## src/rtl/corelet_ctrl.sv

```systemverilog
// Corelet instruction sequencer: weight fill/load/flush, activation fill/execute,
// OFIFO drain per kernel position; drives inst[34:0] and SRAM read port.
//
// Ports: clk, reset (sync, active-high), start, mode, l0_full, l0_ready,
//        ofifo_valid -> inst[34:0], xmem_rd, xmem_addr[addr_bw-1:0], busy, done.
module corelet_ctrl #(
  parameter int row     = 8,
  parameter int col     = 8,
  parameter int len_kij = 9,
  parameter int len_nij = 36,
  parameter int addr_bw = 11
) (
  input  logic               clk,
  input  logic               reset,
  input  logic               start,
  input  logic               mode,
  input  logic               l0_full,
  input  logic               l0_ready,
  input  logic               ofifo_valid,
  output logic [34:0]        inst,
  output logic               xmem_rd,
  output logic [addr_bw-1:0] xmem_addr,
  output logic               busy,
  output logic               done
);

  typedef enum logic [2:0] {
    IDLE, W_FILL, W_LOAD, W_FLUSH,
    A_FILL, A_EXEC, DRAIN, DONE
  } state_t;

  localparam int CW = 16;
  typedef logic [CW-1:0] cnt_t;

  localparam cnt_t COL   = CW'(col);
  localparam cnt_t NIJ   = CW'(len_nij);
  localparam cnt_t COL1  = CW'(col - 1);
  localparam cnt_t NIJ1  = CW'(len_nij - 1);
  localparam cnt_t FLS1  = CW'(row + col - 1);
  localparam cnt_t KIJ1  = CW'(len_kij - 1);
  localparam logic [addr_bw-1:0] ABASE =
    {1'b1, {(addr_bw-1){1'b0}}};

  state_t state, state_n;
  cnt_t   kij, kij_n;
  cnt_t   cnt, cnt_n;
  cnt_t   rcnt, rcnt_n;
  logic   pend, pend_n;
  logic   acc, acc_n;
  logic   mode_q, mode_n;

  logic               rd_go;
  logic               ex_go;
  logic               ord_go;
  logic [34:0]        inst_n;
  logic               rd_n;
  logic [addr_bw-1:0] addr_n;
  logic               busy_n;
  logic               done_n;

  // pend: a read was issued last cycle, so L0 sees data now.
  // acc: an OFIFO read was issued last cycle, so SFP sees data now.
  always_ff @(posedge clk) begin
    if (reset) begin
      state     <= IDLE;
      kij       <= '0;
      cnt       <= '0;
      rcnt      <= '0;
      pend      <= 1'b0;
      acc       <= 1'b0;
      mode_q    <= 1'b0;
      inst      <= '0;
      xmem_rd   <= 1'b0;
      xmem_addr <= '0;
      busy      <= 1'b0;
      done      <= 1'b0;
    end else begin
      state     <= state_n;
      kij       <= kij_n;
      cnt       <= cnt_n;
      rcnt      <= rcnt_n;
      pend      <= pend_n;
      acc       <= acc_n;
      mode_q    <= mode_n;
      inst      <= inst_n;
      xmem_rd   <= rd_n;
      xmem_addr <= addr_n;
      busy      <= busy_n;
      done      <= done_n;
    end
  end

  always_comb begin
    rd_go  = ((state == W_FILL && cnt < COL) ||
              (state == A_FILL && cnt < NIJ)) && !l0_full;
    ex_go  = (state == A_EXEC) && l0_ready;
    ord_go = (state == DRAIN) && ofifo_valid && (rcnt < NIJ);
  end

  always_comb begin
    state_n = state;
    kij_n   = kij;
    cnt_n   = cnt;
    rcnt_n  = rcnt;
    pend_n  = 1'b0;
    acc_n   = 1'b0;
    mode_n  = mode_q;
    unique case (state)
      IDLE: begin
        if (start) begin
          mode_n  = mode;
          kij_n   = '0;
          cnt_n   = '0;
          rcnt_n  = '0;
          state_n = W_FILL;
        end
      end
      W_FILL: begin
        if (rd_go) begin
          cnt_n  = cnt + CW'(1);
          pend_n = 1'b1;
        end else if (cnt == COL && pend) begin
          cnt_n   = '0;
          state_n = W_LOAD;
        end
      end
      W_LOAD: begin
        if (cnt == COL1) begin
          cnt_n   = '0;
          state_n = W_FLUSH;
        end else begin
          cnt_n = cnt + CW'(1);
        end
      end
      W_FLUSH: begin
        if (cnt == FLS1) begin
          cnt_n   = '0;
          state_n = A_FILL;
        end else begin
          cnt_n = cnt + CW'(1);
        end
      end
      A_FILL: begin
        if (rd_go) begin
          cnt_n  = cnt + CW'(1);
          pend_n = 1'b1;
        end else if (cnt == NIJ && pend) begin
          cnt_n   = '0;
          state_n = A_EXEC;
        end
      end
      A_EXEC: begin
        if (ex_go) begin
          if (cnt == NIJ1) begin
            cnt_n   = '0;
            rcnt_n  = '0;
            state_n = DRAIN;
          end else begin
            cnt_n = cnt + CW'(1);
          end
        end
      end
      DRAIN: begin
        if (ord_go) begin
          rcnt_n = rcnt + CW'(1);
          acc_n  = 1'b1;
        end else if (rcnt == NIJ && acc) begin
          cnt_n  = '0;
          rcnt_n = '0;
          if (kij == KIJ1) begin
            state_n = DONE;
          end else begin
            kij_n   = kij + CW'(1);
            state_n = W_FILL;
          end
        end
      end
      DONE: begin
        state_n = IDLE;
      end
    endcase
  end

  // Outputs are computed for the state being entered and registered,
  // so busy/done line up with the registered state.
  always_comb begin
    inst_n     = '0;
    rd_n       = rd_go;
    addr_n     = xmem_addr;
    busy_n     = (state_n != IDLE);
    done_n     = (state_n == DONE);
    inst_n[0]  = (state == W_LOAD);
    inst_n[1]  = ex_go;
    inst_n[2]  = pend;
    inst_n[3]  = (state == W_LOAD) || ex_go;
    inst_n[6]  = ord_go;
    inst_n[33] = acc;
    inst_n[34] = busy_n && mode_n;
    if (rd_go) begin
      if (state == W_FILL) begin
        addr_n = addr_bw'(kij) * addr_bw'(col)
               + addr_bw'(cnt);
      end else begin
        addr_n = ABASE + addr_bw'(cnt);
      end
    end
    if (state_n == IDLE) begin
      addr_n = '0;
    end
  end

endmodule

```

## config.mk

```make
export PLATFORM = sky130hd
export DESIGN_NAME = corelet_ctrl
export DESIGN_NICKNAME = d
export VERILOG_FILES = /design/src/rtl/corelet_ctrl.sv
export SDC_FILE = /design/constraint.sdc
export NUM_CORES = 1
export LEC_CHECK = 0
export CAP_MARGIN = 20
export CORE_ASPECT_RATIO = 0.5
export CORE_UTILIZATION = 56
export CTS_CLUSTER_SIZE = 8
export DETAILED_ROUTE_END_ITERATION = 6
export HOLD_SLACK_MARGIN = 0.06
export PLACE_DENSITY = 0.81
export SETUP_SLACK_MARGIN = 0.2
export SLEW_MARGIN = 20
export SYNTH_ARGS = -nofsm -noshare
export SYNTH_HDL_FRONTEND = slang
export SYNTH_SLANG_ARGS = --single-unit
```

## constraint.sdc

```tcl
create_clock -name clk -period 2.8 [get_ports clk]
set_input_delay 0.42 -clock clk [delete_from_list [all_inputs] [get_ports clk]]
set_output_delay 0.42 -clock clk [all_outputs]
set_load 0.02 [all_outputs]
```

==> results of run 1 <==
state kept, by name, indices dropped and copies added (netlist names):
register   flops
xmem_addr     11
xmem_rd        1
busy           1
inst           7
mode_q         1
kij           16
done           1
acc            1
rcnt          16
state          3
cnt           16
pend           1
per-layer routing:
metal	global-route usage [%]	vias up	wire, um
li1	-	1855	-
met2	39.4	100	4220
met1	32.9	1736	4520
met3	7.87	6	543
met4	6.93	0	41
met5	0	-	0
repair_timing:
action                                 4_1_cts  5_1_grt
endpoints found under the hold margin        0        0
setup endpoints to repair                    0       14
gates resized for setup                      0        1
worst max-delay path by stage:
stage                     startpoint                   end  slack [ns]  cells past startpoint
5_1_grt        rcnt[11]$_SDFFE_PP0P_   cnt[6]$_SDFFE_PP0P_        0.26                      7
3_3_place_gp                 l0_full   cnt[5]$_SDFFE_PP0P_        0.30                      8
6_report       rcnt[10]$_SDFFE_PP0P_   cnt[5]$_SDFFE_PP0P_        0.36                      7
4_1_cts          cnt[0]$_SDFFE_PP0P_   cnt[5]$_SDFFE_PP0P_        0.36                      9
2_1_floorplan  rcnt[10]$_SDFFE_PP0P_  cnt[12]$_SDFFE_PP0P_        0.55                      7
3_5_place_dp                 l0_full   cnt[5]$_SDFFE_PP0P_        0.27                      8
worst register-to-register path: cells and delay by family (launching register included):
kind | cells | cell delay, ns
AO/OA/AOI/OAI | 2 | 0.40
buffers and inverters | 1 | 0.23
flip-flops | 1 | 0.32
AND/OR/NAND/NOR | 4 | 1.39
logic make-up after synthesis:
group                    Yosys count
AO/OA/AOI/OAI                     73
XOR/XNOR                          33
adder cells (fa/ha/maj)           14
buffers and inverters             64
flip-flops                        75
multiplexers                       9
other                              1
AND/OR/NAND/NOR                  240
through the flow:
stage               cell area (um2)  worst slack (ns)  hold slack [ns]  utilization [%]  instances
CTS                            5000             0.357            0.470             67.6        642
detailed placement             4650             0.267            0.462             62.8        626
global route                   5010             0.265            0.476             67.6        642
finish                         5010             0.357            0.471             67.6        642
floorplan                      4440             0.552            0.430                -        536
global placement               4650             0.305            0.463             62.8        626
power by group through the flow:
| stage | registers (uW) | clock network [uW] | logic, uW |
|---|---|---|---|
| 6_report | 1090 | 1340 | 197 |
| 5_1_grt | 1090 | 1410 | 214 |
| 4_1_cts | 1090 | 1350 | 195 |
| 3_5_place_dp | 1110 | 0 | 195 |
| 3_3_place_gp | 1110 | 0 | 192 |
| 2_1_floorplan | 1120 | 0 | 163 |
cells in the final DEF, fill, tap and decap left out, types with 13 or more instances in the layout:
cell	n
buf_4	17
clkdlybuf4s50_1	27
nand4_1	16
ha_1	13
nand3_1	21
xor2_1	13
inv_1	13
nand2_1	28
a21oi_1	18
and3_1	13
conb_1	28
xnor2_1	20
nor2_1	64
dfxtp_1	75
cell usage after synthesis, drive strengths merged (6+ instances only):
cell / count
buf: 36
nand2b: 7
nor2: 74
ha: 13
nand2: 29
and3: 13
a211oi: 6
o21ai: 12
a21oi: 19
xor2: 13
xnor2: 20
and4: 7
nor3: 13
clkbuf: 14
nor2b: 6
nor4: 17
mux2i: 8
nand4: 16
nand3: 23
dfxtp: 75
a31oi: 8
inv: 13
or4: 6
final cells by class:
cell class / instances / area, um2
Clock inverter: 7 / 124
Timing Repair Buffer: 44 / 398
Multi-Input combinational cell: 397 / 2590
Inverter: 14 / 52.6
Fill cell: 576 / 2400
Tap cell: 96 / 120
Sequential cell: 75 / 1500
Clock buffer: 9 / 225
==> qor.log, run 1 <==
qor: clock_network.clockRootBuffer clkbuf_16
qor: critical_path.cp_max_fo 11
qor: drt.wl_per_cell 14.5 um
qor: floorplanning.dieArea 0.00813 mm2
qor: sta.final_max_slew_viol_count 0
qor: critical_path.worst_r2r_startpoint rcnt[10]$_SDFFE_PP0P_
qor: critical_path.worst-endpoint-arrival 2.67 ns
qor: sta.setup_viol 0
qor: yosys.top_cells_by_area_in_the_synthesized_netlist dfxtp_1, nor2_1, buf_4, xnor2_1, ha_1
qor: yosys.synth_enable_flop_cells 0
qor: yosys.synth-xor-area-share 6.66%
qor: drt.detailroute.via_count 3697
qor: floorplanning.chipHeight 64.3 um
qor: yosys.postSynthRegisterBits 75
qor: sta.final_worst_path_cycle_share 87.2%
qor: critical_path.path_delay_family simple AND/OR/NAND/NOR gates
qor: critical_path.cpMaxStageDelayCell or4_4
qor: critical_path.worst_r2r_path_depth 7
qor: clock_network.clk_pin_slew 0.06 ns
qor: power_and_ir_drop.power_frac_comb 7.5%
qor: layout.nNetsFinal 562
qor: layout.drive_above_1_share 12.8%
qor: yosys.netlist.top_cell.by_area dfxtp_1
qor: floorplanning.num_io_pins 56
qor: yosys.synth_mux_area_share 2.10%
qor: yosys.ys_dominant_reg_cell dfxtp_1
qor: global_route.global_route_wire_length_before_repair 15.9 mm
qor: clock_network.clkSinkCount 75
qor: clock_network.post_cts_buffers 0
qor: hold_path.holdCritStartpoint acc$_SDFF_PP0_
qor: layout.n_antenna_cell 0
qor: hold_path.timing.hold.worst_path_depth 1
qor: sta.layout_min_cycle_time 2.44 ns
qor: placed_design.dpl.hpwl 6.69 mm
qor: power_and_ir_drop.power.total 2620 uW
qor: critical_path.type_of_element_launching_the_critical_path register
qor: status.outcome finished clean
qor: sta.final_clock_skew 0.00556 ns
qor: yosys.number_of_instances_in_the_synthesized_netlist 509
qor: yosys.synthDistinctLibCells 73
qor: sta.max-slew-margin-rel 48.7%
qor: global_route.number_of_antenna_violations_at_the_first_check_in_global_routing 0
qor: critical_path.timing_worst_setup_path_type reg2reg
qor: sta.rsz0062_at_grt no
qor: clock_network.cts_inserted_buffers 9
qor: global_route.grt_util_all_layers 25.0%
qor: drt.drt-pass1-iter-count 5
qor: power_and_ir_drop.vdd_drop_max 0.377 mV
qor: critical_path.crit_path_end_kind register
qor: clock_network.hold_buffers 0
qor: floorplanning.chipWidth 127 um
qor: hold_path.holdPathEnd inst[33]$_SDFF_PP0_
qor: yosys.synth-compound-area-share 12.0%
qor: yosys.synth_top_area_share 34.6%
qor: yosys.synthAdderAreaFrac 4.21%
qor: drt.dr.first_iter.drc_count 292
qor: clock_network.tritoncts done
qor: sta.setup-tns-final 0 ns
qor: yosys.mappedNetlistArea 0.00434 mm2
qor: yosys.yosys_warnings 0
qor: critical_path.timing.rr.end cnt[5]$_SDFFE_PP0P_
qor: critical_path.crit_chain or4_4, or4b_4, o211ai_2, nand3_2, o21ai_2, buf_4, nor2_1
qor: yosys.yosysSeqAreaShare 34.6%
qor: yosys.largest_family_of_logic_cells_by_synthesized_area simple AND/OR/NAND/NOR gates
qor: yosys.syn_avg_cell_area 8.53 um2
qor: drt.residual_drc 0
qor: critical_path.rrSetupSlack 0.36 ns
qor: critical_path.worstPathBufferInverterCount 1
qor: drt.drtAntennaViolNets 0
qor: drt.totalWireLength 9.33 mm
qor: yosys.synthSimpleGateAreaFrac 32.0%
qor: clock_network.htree_levels 3
qor: sta.fmax 409 MHz
qor: drt.viasPerCell 5.76
qor: floorplanning.floorplan.rows 22
qor: hold_path.min_path_type reg2reg
qor: global_route.globalRoute.totalOverflow 0
qor: power_and_ir_drop.power_frac_seq 41.5%
qor: floorplanning.core 0.00740 mm2
qor: clock_network.clock_latency 0.34 ns
qor: power_and_ir_drop.netSwitchingPower 605 uW
qor: placed_design.gpl.final_weighted_congestion 0.940
qor: global_route.maximum_number_of_pins_on_one_net_before_global_route_repair 24
qor: sta.slew_at_the_pin_closest_to_its_max_slew_limit 0.770 ns
qor: sta.timing_hold_violations_final 0
qor: critical_path.timing.critical_path.required 3.03 ns
qor: clock_network.max-clock-path-buffers 2
qor: power_and_ir_drop.power.leakage 0.00188 uW
qor: global_route.number_of_global_route_vias_before_repair 3387
qor: yosys.async_sr_flop_fraction 0%
qor: power_and_ir_drop.power-per-cell-area 524 mW/mm2
qor: floorplanning.initial_utilization 58.6%
qor: placed_design.portBuffers 27
qor: power_and_ir_drop.power.switching_fraction 23.0%
qor: power_and_ir_drop.internal_portion_of_total_power 2020 uW
qor: layout.syn2layout_area_growth 15.4%
qor: job.max_cap_viol_count 0
qor: power_and_ir_drop.p_clk_share 51.0%
qor: critical_path.crit_path_max_incr_delay 0.58 ns
Power figures use the tool's default switching activity.
==> inputs of run 2 (changes only) <==
--- a/config.mk
+++ b/config.mk
@@ -7,10 +7,12 @@
 export LEC_CHECK = 0
 export CAP_MARGIN = 20
 export CORE_ASPECT_RATIO = 0.5
+export CORE_MARGIN = 4
 export CORE_UTILIZATION = 56
 export CTS_CLUSTER_SIZE = 8
 export DETAILED_ROUTE_END_ITERATION = 6
 export HOLD_SLACK_MARGIN = 0.06
+export MAX_ROUTING_LAYER = met4
 export PLACE_DENSITY = 0.81
 export SETUP_SLACK_MARGIN = 0.2
 export SLEW_MARGIN = 20
==> qor.log, run 2 (synthesis gave the netlist of run 1 again) <==
qor: layout.n_antenna_cell 0 [unchanged]
qor: drt.dr.first_iter.drc_count 290 [-0.68%]
qor: job.max_cap_viol_count 0 [unchanged]
qor: global_route.globalRoute.totalOverflow 0 [unchanged]
qor: sta.max-slew-margin-rel 47.9% [-0.79 points]
qor: critical_path.crit_path_end_kind register
qor: clock_network.max-clock-path-buffers 2 [unchanged]
qor: critical_path.crit_path_max_incr_delay 0.58 ns [about the same]
qor: clock_network.post_cts_repair_resize_count 0 [unchanged]
qor: clock_network.cts_inserted_buffers 9 [unchanged]
qor: layout.syn2layout_area_growth 14.3%
qor: drt.viasPerCell 5.82 [+1.1%]
qor: sta.finalHoldWorstSlack 0.469 ns [-0.00217 ns]
qor: clock_network.clkSinkCount 75 [unchanged]
qor: clock_network.clk_pin_slew 0.06 ns [about the same]
qor: layout.drive_above_1_share 12.5% [-0.32 points]
qor: placed_design.placed_area 0.00464 mm2 [-0.32%]
qor: sta.final_worst_path_cycle_share 88.2% [+0.95 points]
qor: floorplanning.num_io_pins 56 [unchanged]
qor: power_and_ir_drop.p_clk_share 48.6% [-2.4 points]
qor: hold_path.timing.hold.worst_path_depth 1 [unchanged]
qor: drt.drtAntennaViolNets 0 [unchanged]
qor: critical_path.worst_r2r_startpoint rcnt[10]$_SDFFE_PP0P_
qor: power_and_ir_drop.internal_portion_of_total_power 1920 uW [-4.9%]
qor: drt.drt-pass1-iter-count 5 [unchanged]
qor: layout.biggestRegsByFlops cnt x16, kij x16, rcnt x16
qor: placed_design.dpl.hpwl 6.89 mm [+3.0%]
qor: global_route.grt_util_all_layers 21.1% [-3.9 points]
qor: drt.residual_drc 0 [unchanged]
qor: critical_path.cpMaxStageDelayCell or4_4
qor: power_and_ir_drop.netSwitchingPower 587 uW [-3.0%]
qor: clock_network.hold_buffers 0 [unchanged]
qor: sta.layout_min_cycle_time 2.47 ns [+0.0267 ns]
qor: layout.layout.cells.most_common dfxtp_1
qor: critical_path.timing.critical_path.required 3.03 ns [about the same]
qor: layout.fin_area 0.00496 mm2 [-0.95%]
qor: sta.fmax 405 MHz [-1.1%]
qor: critical_path.cp_max_fo 11 [unchanged]
qor: global_route.number_of_global_route_vias_before_repair 3310 [-2.3%]
qor: sta.slew_at_the_pin_closest_to_its_max_slew_limit 0.782 ns [+0.0118 ns]
qor: clock_network.clock_latency 0.34 ns [about the same]
qor: power_and_ir_drop.vdd_drop_max 0.349 mV [-7.6%]
qor: critical_path.type_of_element_launching_the_critical_path register
qor: critical_path.worst_r2r_path_depth 7 [unchanged]
qor: sta.setup-tns-final 0 ns [unchanged]
qor: critical_path.rrSetupSlack 0.33 ns [-0.03 ns]
qor: critical_path.worst-endpoint-arrival 2.70 ns [+0.03 ns]
qor: floorplanning.chipWidth 133 um [+4.7%]
qor: status.outcome finished clean
qor: power_and_ir_drop.power_frac_comb 7.9% [+0.4 points]
qor: critical_path.timing_worst_setup_path_type reg2reg
qor: sta.timing_hold_violations_final 0 [unchanged]
qor: drt.wl_per_cell 14.4 um [-0.64%]
qor: sta.final_max_slew_viol_count 0 [unchanged]
qor: floorplanning.core 0.00743 mm2 [+0.37%]
qor: sta.final_clock_skew 0.00738 ns [+0.00183 ns]
qor: hold_path.holdPathEnd inst[33]$_SDFF_PP0_
qor: layout.final.fill_count 609 [+5.7%]
qor: placed_design.gpl.final_weighted_congestion 0.902 [-4.0%]
qor: power_and_ir_drop.power.switching_fraction 23.4% [+0.35 points]
qor: clock_network.clockRootBuffer clkbuf_16
qor: power_and_ir_drop.power.total 2510 uW [-4.5%]
qor: hold_path.min_path_type reg2reg
qor: critical_path.timing.rr.end cnt[5]$_SDFFE_PP0P_
qor: power_and_ir_drop.power-per-cell-area 505 mW/mm2 [-3.6%]
qor: layout.nNetsFinal 560 [-0.36%]
qor: clock_network.post_cts_buffers 0 [unchanged]
qor: hold_path.holdCritStartpoint acc$_SDFF_PP0_
qor: placed_design.portBuffers 27 [unchanged]
qor: clock_network.htree_levels 3 [unchanged]
qor: floorplanning.initial_utilization 58.4% [-0.22 points]
qor: global_route.maximum_number_of_pins_on_one_net_before_global_route_repair 24 [unchanged]
qor: clock_network.tritoncts done
qor: global_route.number_of_antenna_violations_at_the_first_check_in_global_routing 0 [unchanged]
qor: sta.setup_viol 0 [unchanged]
qor: critical_path.crit_chain or4_4, or4b_4, o211ai_2, nand3_2, o21ai_2, buf_4, nor2_1
qor: power_and_ir_drop.power_frac_seq 43.5% [+2.0 points]
qor: floorplanning.dieArea 0.00931 mm2 [+15%]
qor: power_and_ir_drop.power.leakage 0.00185 uW [-1.2%]
qor: global_route.global_route_wire_length_before_repair 15.8 mm [-0.90%]
qor: drt.detailroute.via_count 3725 [+0.76%]
qor: floorplanning.floorplan.rows 22 [unchanged]
qor: layout.layout.cells.most_common_list dfxtp_1, nor2_1, nand2_1, conb_1, clkdlybuf4s50_1
qor: sta.rsz0062_at_grt no
qor: floorplanning.chipHeight 70.3 um [+9.3%]
qor: drt.totalWireLength 9.24 mm [-0.95%]
run 2: how the worst max path moves through the flow:
stage | from | end | slack (ns)
after CTS | rcnt[10]$_SDFFE_PP0P_ | cnt[5]$_SDFFE_PP0P_ | 0.35
after floorplan | rcnt[10]$_SDFFE_PP0P_ | cnt[12]$_SDFFE_PP0P_ | 0.55
final | rcnt[10]$_SDFFE_PP0P_ | cnt[5]$_SDFFE_PP0P_ | 0.33
after global routing | rcnt[10]$_SDFFE_PP0P_ | cnt[5]$_SDFFE_PP0P_ | 0.23
after detailed placement | l0_full | cnt[5]$_SDFFE_PP0P_ | 0.25
after global placement | l0_full | cnt[5]$_SDFFE_PP0P_ | 0.31
run 2: power groups by stage:
stage,Combinational (uW),Sequential [uW],Clock [uW]
finish,198,1090,1220
global route,215,1090,1280
CTS,196,1090,1240
detailed placement,195,1110,0
global placement,193,1110,0
floorplan,163,1120,0
run 2: critical path, delay by kind of cell (launching register included):
family / cells / cell delay, ns
DFF: 1 / 0.33
AOI/OAI and AO/OA: 2 / 0.41
buffers and inverters: 1 / 0.23
and+or+nand+nor: 4 / 1.40
run 2: area by class of cell:
| class | instances | area, um2 | area share, % |
|---|---|---|---|
| clock buffers | 9 | 225 | 4.54 |
| clock inverters | 7 | 91.3 | 1.84 |
| inverters | 14 | 52.6 | 1.06 |
| multi-input cells | 397 | 2590 | 52.2 |
| flip-flops and latches | 75 | 1500 | 30.3 |
| well taps | 96 | 120 | 2.42 |
| repair buffers | 42 | 383 | 7.72 |
run 2: per-stage QoR:
| step | instances | setup slack (ns) | util [%] |
|---|---|---|---|
| 2_1_floorplan | 536 | 0.552 | - |
| 3_3_place_gp | 624 | 0.313 | 62.4 |
| 3_5_place_dp | 624 | 0.252 | 62.4 |
| 4_1_cts | 640 | 0.348 | 66.7 |
| 5_1_grt | 640 | 0.233 | 66.8 |
| 6_report | 640 | 0.331 | 66.8 |
run 2: metal layers:
metal	GRT usage (%)	wire [um]	up-vias
li1	-	-	1852
met1	28.8	4480	1742
met2	31.6	4070	121
met3	5.18	606	10
met4	5.18	82	0
met5	-	0	-
==> inputs of run 3 (changes only) <==
--- a/config.mk
+++ b/config.mk
@@ -15,6 +15,7 @@
 export MAX_ROUTING_LAYER = met4
 export PLACE_DENSITY = 0.81
 export SETUP_SLACK_MARGIN = 0.2
+export SKIP_LAST_GASP = 1
 export SLEW_MARGIN = 20
 export SYNTH_ARGS = -nofsm -noshare
 export SYNTH_HDL_FRONTEND = slang
==> results of run 3 <==
Final layout, timing and power as in run 2 (identical DEF).
